**config.mk**
```make
export PLATFORM = sky130hd
export DESIGN_NAME = multicycle_control
export DESIGN_NICKNAME = d
export VERILOG_FILES = /design/src/rtl/multicycle_control.sv
export SDC_FILE = /design/constraint.sdc
export NUM_CORES = 1
export LEC_CHECK = 0
export CORE_ASPECT_RATIO = 1.4
export CORE_MARGIN = 1.5
export CORE_UTILIZATION = 44
export DETAILED_ROUTE_END_ITERATION = 10
export PLACE_DENSITY = 0.77
export SLEW_MARGIN = 25
export SYNTH_ARGS = -nofsm -noshare
export SYNTH_HDL_FRONTEND = slang
export SYNTH_SLANG_ARGS = --single-unit
```
**constraint.sdc**
```tcl
create_clock -name clk -period 2.8 [get_ports clk]
set_input_delay 0.28 -clock clk [delete_from_list [all_inputs] [get_ports clk]]
set_output_delay 0.28 -clock clk [all_outputs]
set_load 0.01 [all_outputs]
```
**src/rtl/multicycle_control.sv**
```systemverilog
// rtl/multicycle_control.sv - multi-cycle MIPS main control FSM with memory-ready timeout and traps
module multicycle_control #(
  parameter int OP_W        = 6,
  parameter int MEM_TIMEOUT = 16,
  parameter bit EN_JAL      = 1'b1
) (
  input  logic            clk,
  input  logic            rst,
  input  logic [OP_W-1:0] opcode,
  input  logic            mem_ready,
  output logic            pc_write,
  output logic            ir_write,
  output logic            iord,
  output logic            mem_cen,
  output logic            mem_wen,
  output logic            alu_src_a,
  output logic [1:0]      alu_src_b,
  output logic [1:0]      alu_op,
  output logic [1:0]      pc_src,
  output logic            beq,
  output logic            bne,
  output logic            regdst,
  output logic            mem_to_reg,
  output logic            reg_write,
  output logic            jal,
  output logic            illegal,
  output logic            bus_err,
  output logic [2:0]      state
);

  typedef enum logic [2:0] {
    S_FETCH  = 3'd0,
    S_DECODE = 3'd1,
    S_EXEC   = 3'd2,
    S_MEM    = 3'd3,
    S_WB     = 3'd4,
    S_TRAP   = 3'd5
  } state_t;

  localparam int CW = (MEM_TIMEOUT > 0) ? $clog2(MEM_TIMEOUT + 1) : 1;
  localparam logic [CW-1:0] WAIT_LAST = CW'((MEM_TIMEOUT > 0) ? MEM_TIMEOUT - 1 : 0);
  localparam bit TIMEOUT_EN = (MEM_TIMEOUT > 0);

  localparam logic [OP_W-1:0] OP_RTYPE = OP_W'(8'h00);
  localparam logic [OP_W-1:0] OP_J     = OP_W'(8'h02);
  localparam logic [OP_W-1:0] OP_JAL   = OP_W'(8'h03);
  localparam logic [OP_W-1:0] OP_BEQ   = OP_W'(8'h04);
  localparam logic [OP_W-1:0] OP_BNE   = OP_W'(8'h05);
  localparam logic [OP_W-1:0] OP_ADDI  = OP_W'(8'h08);
  localparam logic [OP_W-1:0] OP_LW    = OP_W'(8'h23);
  localparam logic [OP_W-1:0] OP_SW    = OP_W'(8'h2B);

  state_t        state_q, state_d;
  logic [CW-1:0] wait_q, wait_d;
  logic          illegal_q, illegal_d;
  logic          bus_err_q, bus_err_d;

  logic is_rtype, is_j, is_jal, is_beq, is_bne, is_addi, is_lw, is_sw, is_legal;
  logic waiting, timeout_hit;

  always_comb begin
    is_rtype = (opcode == OP_RTYPE);
    is_j     = (opcode == OP_J);
    is_jal   = EN_JAL && (opcode == OP_JAL);
    is_beq   = (opcode == OP_BEQ);
    is_bne   = (opcode == OP_BNE);
    is_addi  = (opcode == OP_ADDI);
    is_lw    = (opcode == OP_LW);
    is_sw    = (opcode == OP_SW);
    is_legal = is_rtype | is_j | is_jal | is_beq | is_bne | is_addi | is_lw | is_sw;
    waiting     = ((state_q == S_FETCH) || (state_q == S_MEM)) && !mem_ready;
    timeout_hit = TIMEOUT_EN && waiting && (wait_q == WAIT_LAST);
  end

  always_comb begin
    state_d    = state_q;
    illegal_d  = illegal_q;
    bus_err_d  = bus_err_q;
    pc_write   = 1'b0;
    ir_write   = 1'b0;
    iord       = 1'b0;
    mem_cen    = 1'b1;
    mem_wen    = 1'b1;
    alu_src_a  = 1'b0;
    alu_src_b  = 2'd0;
    alu_op     = 2'b00;
    pc_src     = 2'd0;
    beq        = 1'b0;
    bne        = 1'b0;
    regdst     = 1'b0;
    mem_to_reg = 1'b0;
    reg_write  = 1'b0;
    jal        = 1'b0;

    case (state_q)
      S_FETCH: begin
        mem_cen   = 1'b0;
        alu_src_b = 2'd1;
        if (mem_ready) begin
          ir_write = 1'b1;
          pc_write = 1'b1;
          state_d  = S_DECODE;
        end else if (timeout_hit) begin
          state_d   = S_TRAP;
          bus_err_d = 1'b1;
        end
      end
      S_DECODE: begin
        // branch target is precomputed here so EXEC only needs the compare
        alu_src_b = 2'd3;
        if (is_j || is_jal) begin
          pc_write  = 1'b1;
          pc_src    = 2'd2;
          reg_write = is_jal;
          jal       = is_jal;
          state_d   = S_FETCH;
        end else if (!is_legal) begin
          state_d   = S_TRAP;
          illegal_d = 1'b1;
        end else begin
          state_d = S_EXEC;
        end
      end
      S_EXEC: begin
        alu_src_a = 1'b1;
        state_d   = S_FETCH;
        if (is_rtype) begin
          alu_op  = 2'b10;
          state_d = S_WB;
        end else if (is_addi || is_lw || is_sw) begin
          alu_src_b = 2'd2;
          state_d   = is_addi ? S_WB : S_MEM;
        end else if (is_beq || is_bne) begin
          alu_op = 2'b01;
          pc_src = 2'd1;
          beq    = is_beq;
          bne    = is_bne;
        end
      end
      S_MEM: begin
        mem_cen = 1'b0;
        iord    = 1'b1;
        mem_wen = !is_sw;
        if (mem_ready) begin
          state_d = is_lw ? S_WB : S_FETCH;
        end else if (timeout_hit) begin
          state_d   = S_TRAP;
          bus_err_d = 1'b1;
        end
      end
      S_WB: begin
        reg_write  = 1'b1;
        regdst     = is_rtype;
        mem_to_reg = is_lw;
        state_d    = S_FETCH;
      end
      default: state_d = S_TRAP;
    endcase

    // reset must suppress every strobe combinationally, e.g. a pending SW write
    if (rst) begin
      pc_write   = 1'b0;
      ir_write   = 1'b0;
      iord       = 1'b0;
      mem_cen    = 1'b1;
      mem_wen    = 1'b1;
      alu_src_a  = 1'b0;
      alu_src_b  = 2'd0;
      alu_op     = 2'b00;
      pc_src     = 2'd0;
      beq        = 1'b0;
      bne        = 1'b0;
      regdst     = 1'b0;
      mem_to_reg = 1'b0;
      reg_write  = 1'b0;
      jal        = 1'b0;
    end

    if (state_d != state_q) begin
      wait_d = '0;
    end else if (waiting) begin
      wait_d = wait_q + 1'b1;
    end else begin
      wait_d = wait_q;
    end
  end

  always_ff @(posedge clk) begin
    if (rst) begin
      state_q   <= S_FETCH;
      wait_q    <= '0;
      illegal_q <= 1'b0;
      bus_err_q <= 1'b0;
    end else begin
      state_q   <= state_d;
      wait_q    <= wait_d;
      illegal_q <= illegal_d;
      bus_err_q <= bus_err_d;
    end
  end

  always_comb begin
    illegal = illegal_q & ~rst;
    bus_err = bus_err_q & ~rst;
    state   = state_q;
  end

endmodule
```
==> flow_summary_export.csv <==
group,metric,value,unit
run_status,status,"finished, final reports clean",
routing,top_layer_used,"met4",
grt,grt_pass1_wl,4010,um
clock_network,cts.sinks,10,
clock_network,clk_path_buf_depth,2,
setup_path,path_class,"in2out",
pwr,ir_worst_vdd,0.000352,V
layout,drive_gt1_frac,0.149,
pwr,p_seq_frac,0.378,
layout,final_net_count,160,
yosys,synth_async_sr_flop_share,0,
yosys,synth_edf_count,0,
layout,layout_common_cells,"clkdlybuf4s50_1, nor3_1, nor2_1",
worst_hold_path,worstHoldEndpoint,"illegal_q",
die,die_y,56.2,um
worst_hold_path,hp-start,"illegal_q",
routing,drc,0,
clock_network,cts_tree,"yes",
clock_network,ctsRootBufferMaster,"clkbuf_4",
yosys,avgSynthCellArea,7.66,sq um
yosys,synth-seq-cells,10,
timing,relSlewSlack,0.701,
worst_hold_path,min_path_cells,2,
routing,wl_per_cell,15.0,um
routing,vias,1020,
yosys,ys_types,44,
timing,finalWorstPathRequiredPeriod,2660,ps
routing,wl,2530,um
routing,avgViaCountPerCell,6.04,
timing,setup_tns,0,ps
setup_path,critPathMaxFanout,7,
setup_path,cp-start-kind,"primary input",
pwr,power_frac_clock,0.310,
timing,max_freq,375,MHz
die,core_area,1930,sq um
flow_run,cap_viol_max_count,0,
die,pin_count,32,
setup_path,cp_data_arrival_time,2380,ps
timing,hold_viol,0,
clock_network,tritoncts.num_buffers,3,
placement,dp_hpwl,2010,um
pwr,switching_share,0.306,
setup_path,rr_endpoint,"wait_q[4]",
setup_path,r2r_cells,7,
pwr,p_leak,0.435,nW
layout,final_common_cell,"clkdlybuf4s50_1",
routing,met1Wirelength,892,um
die,start_util,0.461,
clock_network,path_clk_slew,60,ps
pwr,pwr-share-comb,0.312,
layout,postLayoutCoreUtil,0.639,
placement,place.gp.congestion,0.868,
routing,wl_met2,1360,um
worst_hold_path,hold_path_class,"reg2reg",
layout,fillers,193,
yosys,ys_seq_area_frac,0.225,
pwr,power_density,341,nW/um^2
setup_path,crit_required,2520,ps
yosys,synthesis.nets,127,
routing,ant_nets,0,
grt,grt_util_all_layers,0.250,
timing,rsz0062_at_grt,"no",
layout,n_antenna_cell,0,
yosys,netlist_instances,116,
yosys,synthFlopType,"dfxtp_1",
clock_network,ctsHtreeMaxLevel,1,
pwr,p_sw,0.129,mW
routing,wl_met3,138,um
die,die-area,2300,sq um
setup_path,end_kind,"output pin",
placement,port_buffers,31,
setup_path,r2r_slack,530,ps
grt,antenna_found_initial,0,
yosys,ys_warn_count,0,
die,num_rows,19,
timing,maxSlewViolCount,0,
timing,post-route-period-util,0.952,
clock_network,clock_latency,270,ps
timing,worst_pin_slew,445,ps
routing,firstDrtPassIters,6,
routing,drt-initial-drc-count,26,
die,die_w,41.0,um
setup_path,timing.rr.start,"wait_q[0]",
timing,clock_skew,0.487,ps
grt,grt_pass1_vias,936,
grt,grt_overflow,0,
grt,grt_max_degree,12,
timing,finalSetupViolations,0,
yosys,syn_area,888,sq um
layout,synthToLayoutAreaGrowth,38.5,%
pwr,internal-power,0.291,mW
## sequential cells by signal, summed over array words and instances (netlist names)
register / cells
bus_err_q: 1
illegal_q: 1
state: 3
wait_q: 5
## layer usage
layer,GRT usage,vias up
li1,-,494
met1,0.241,460
met2,0.433,51
met3,0.0280,15
met4,0.181,0
met5,0,-
## stage by stage
stage	setup slack (ps)	instances	hold slack [ps]	cell area, sq um	total power [mW]
2_1_floorplan	693	116	429	888	0.243
3_3_place_gp	256	165	449	1190	0.289
3_5_place_dp	188	165	461	1190	0.292
4_1_cts	186	169	476	1220	0.421
5_1_grt	17.7	169	500	1230	0.442
6_report	135	169	467	1230	0.420
## kinds of logic after synthesis
group                      count (synthesis)  share of synthesized area
muxes                                      1                     0.0113
DFF                                       10                      0.225
buffers and inverters                     10                     0.0887
AOI/OAI and AO/OA                         24                      0.208
xor gates and xnor gates                   3                     0.0296
and+or+nand+nor                           66                      0.408
adders and majority gates                  2                     0.0282
## Yosys cell counts (2+ instances only)
cell,count,area share
or2_2,2,0.014
nand4_1,2,0.014
nor2_1,15,0.063
o21ai_0,3,0.017
ha_1,2,0.028
nand2_1,4,0.017
or3_1,3,0.021
nor2b_1,3,0.021
nand3_1,3,0.017
and2_1,2,0.014
a21oi_1,8,0.045
nor3_1,15,0.085
nor4_1,2,0.014
a2111oi_2,2,0.034
and3_2,2,0.017
xor2_1,2,0.020
dfxtp_1,10,0.23
buf_6,4,0.051
inv_1,3,0.013
and3_1,3,0.021
nand2b_1,3,0.021
## area by class of cell
| class | instances | area [sq um] | share of cell area |
|---|---|---|---|
| inverters | 3 | 11.3 | 0.00916 |
| multi-input cells | 96 | 616 | 0.501 |
| flip-flops and latches | 10 | 200 | 0.163 |
| well taps | 21 | 26.3 | 0.0214 |
| clock buffers | 4 | 36.3 | 0.0295 |
| repair buffers | 35 | 340 | 0.277 |
## worst max-delay path, stage by stage
cell and delay [ps]:
clkdlybuf4s50_1 520, nor3_1 280, nand3b_1 190, nor4bb_1 360, o21a_1 220, clkdlybuf4s50_1 540
## power groups by stage
stage / Clock [mW] / Combinational (mW) / Sequential (mW)
floorplan: 0 / 0.0851 / 0.158
CTS: 0.132 / 0.130 / 0.159
finish: 0.130 / 0.131 / 0.159
detailed placement: 0 / 0.130 / 0.162
global placement: 0 / 0.127 / 0.162
global route: 0.140 / 0.143 / 0.160
## worst max path at each step
stage / from / end / cells past startpoint
floorplan: wait_q[0] / wait_q[4] / 7
global placement: opcode[3] / jal / 6
detailed placement: opcode[3] / jal / 6
CTS: opcode[3] / jal / 6
global route: opcode[3] / reg_write / 6
finish: opcode[3] / reg_write / 6
## timing repair
item	in CTS	in global routing
endpoints found under the setup margin	0	2
buffers inserted	0	0
hold buffers	0	0
gates resized for setup	0	1
Note: power is estimated with default switching activity, not from simulation.
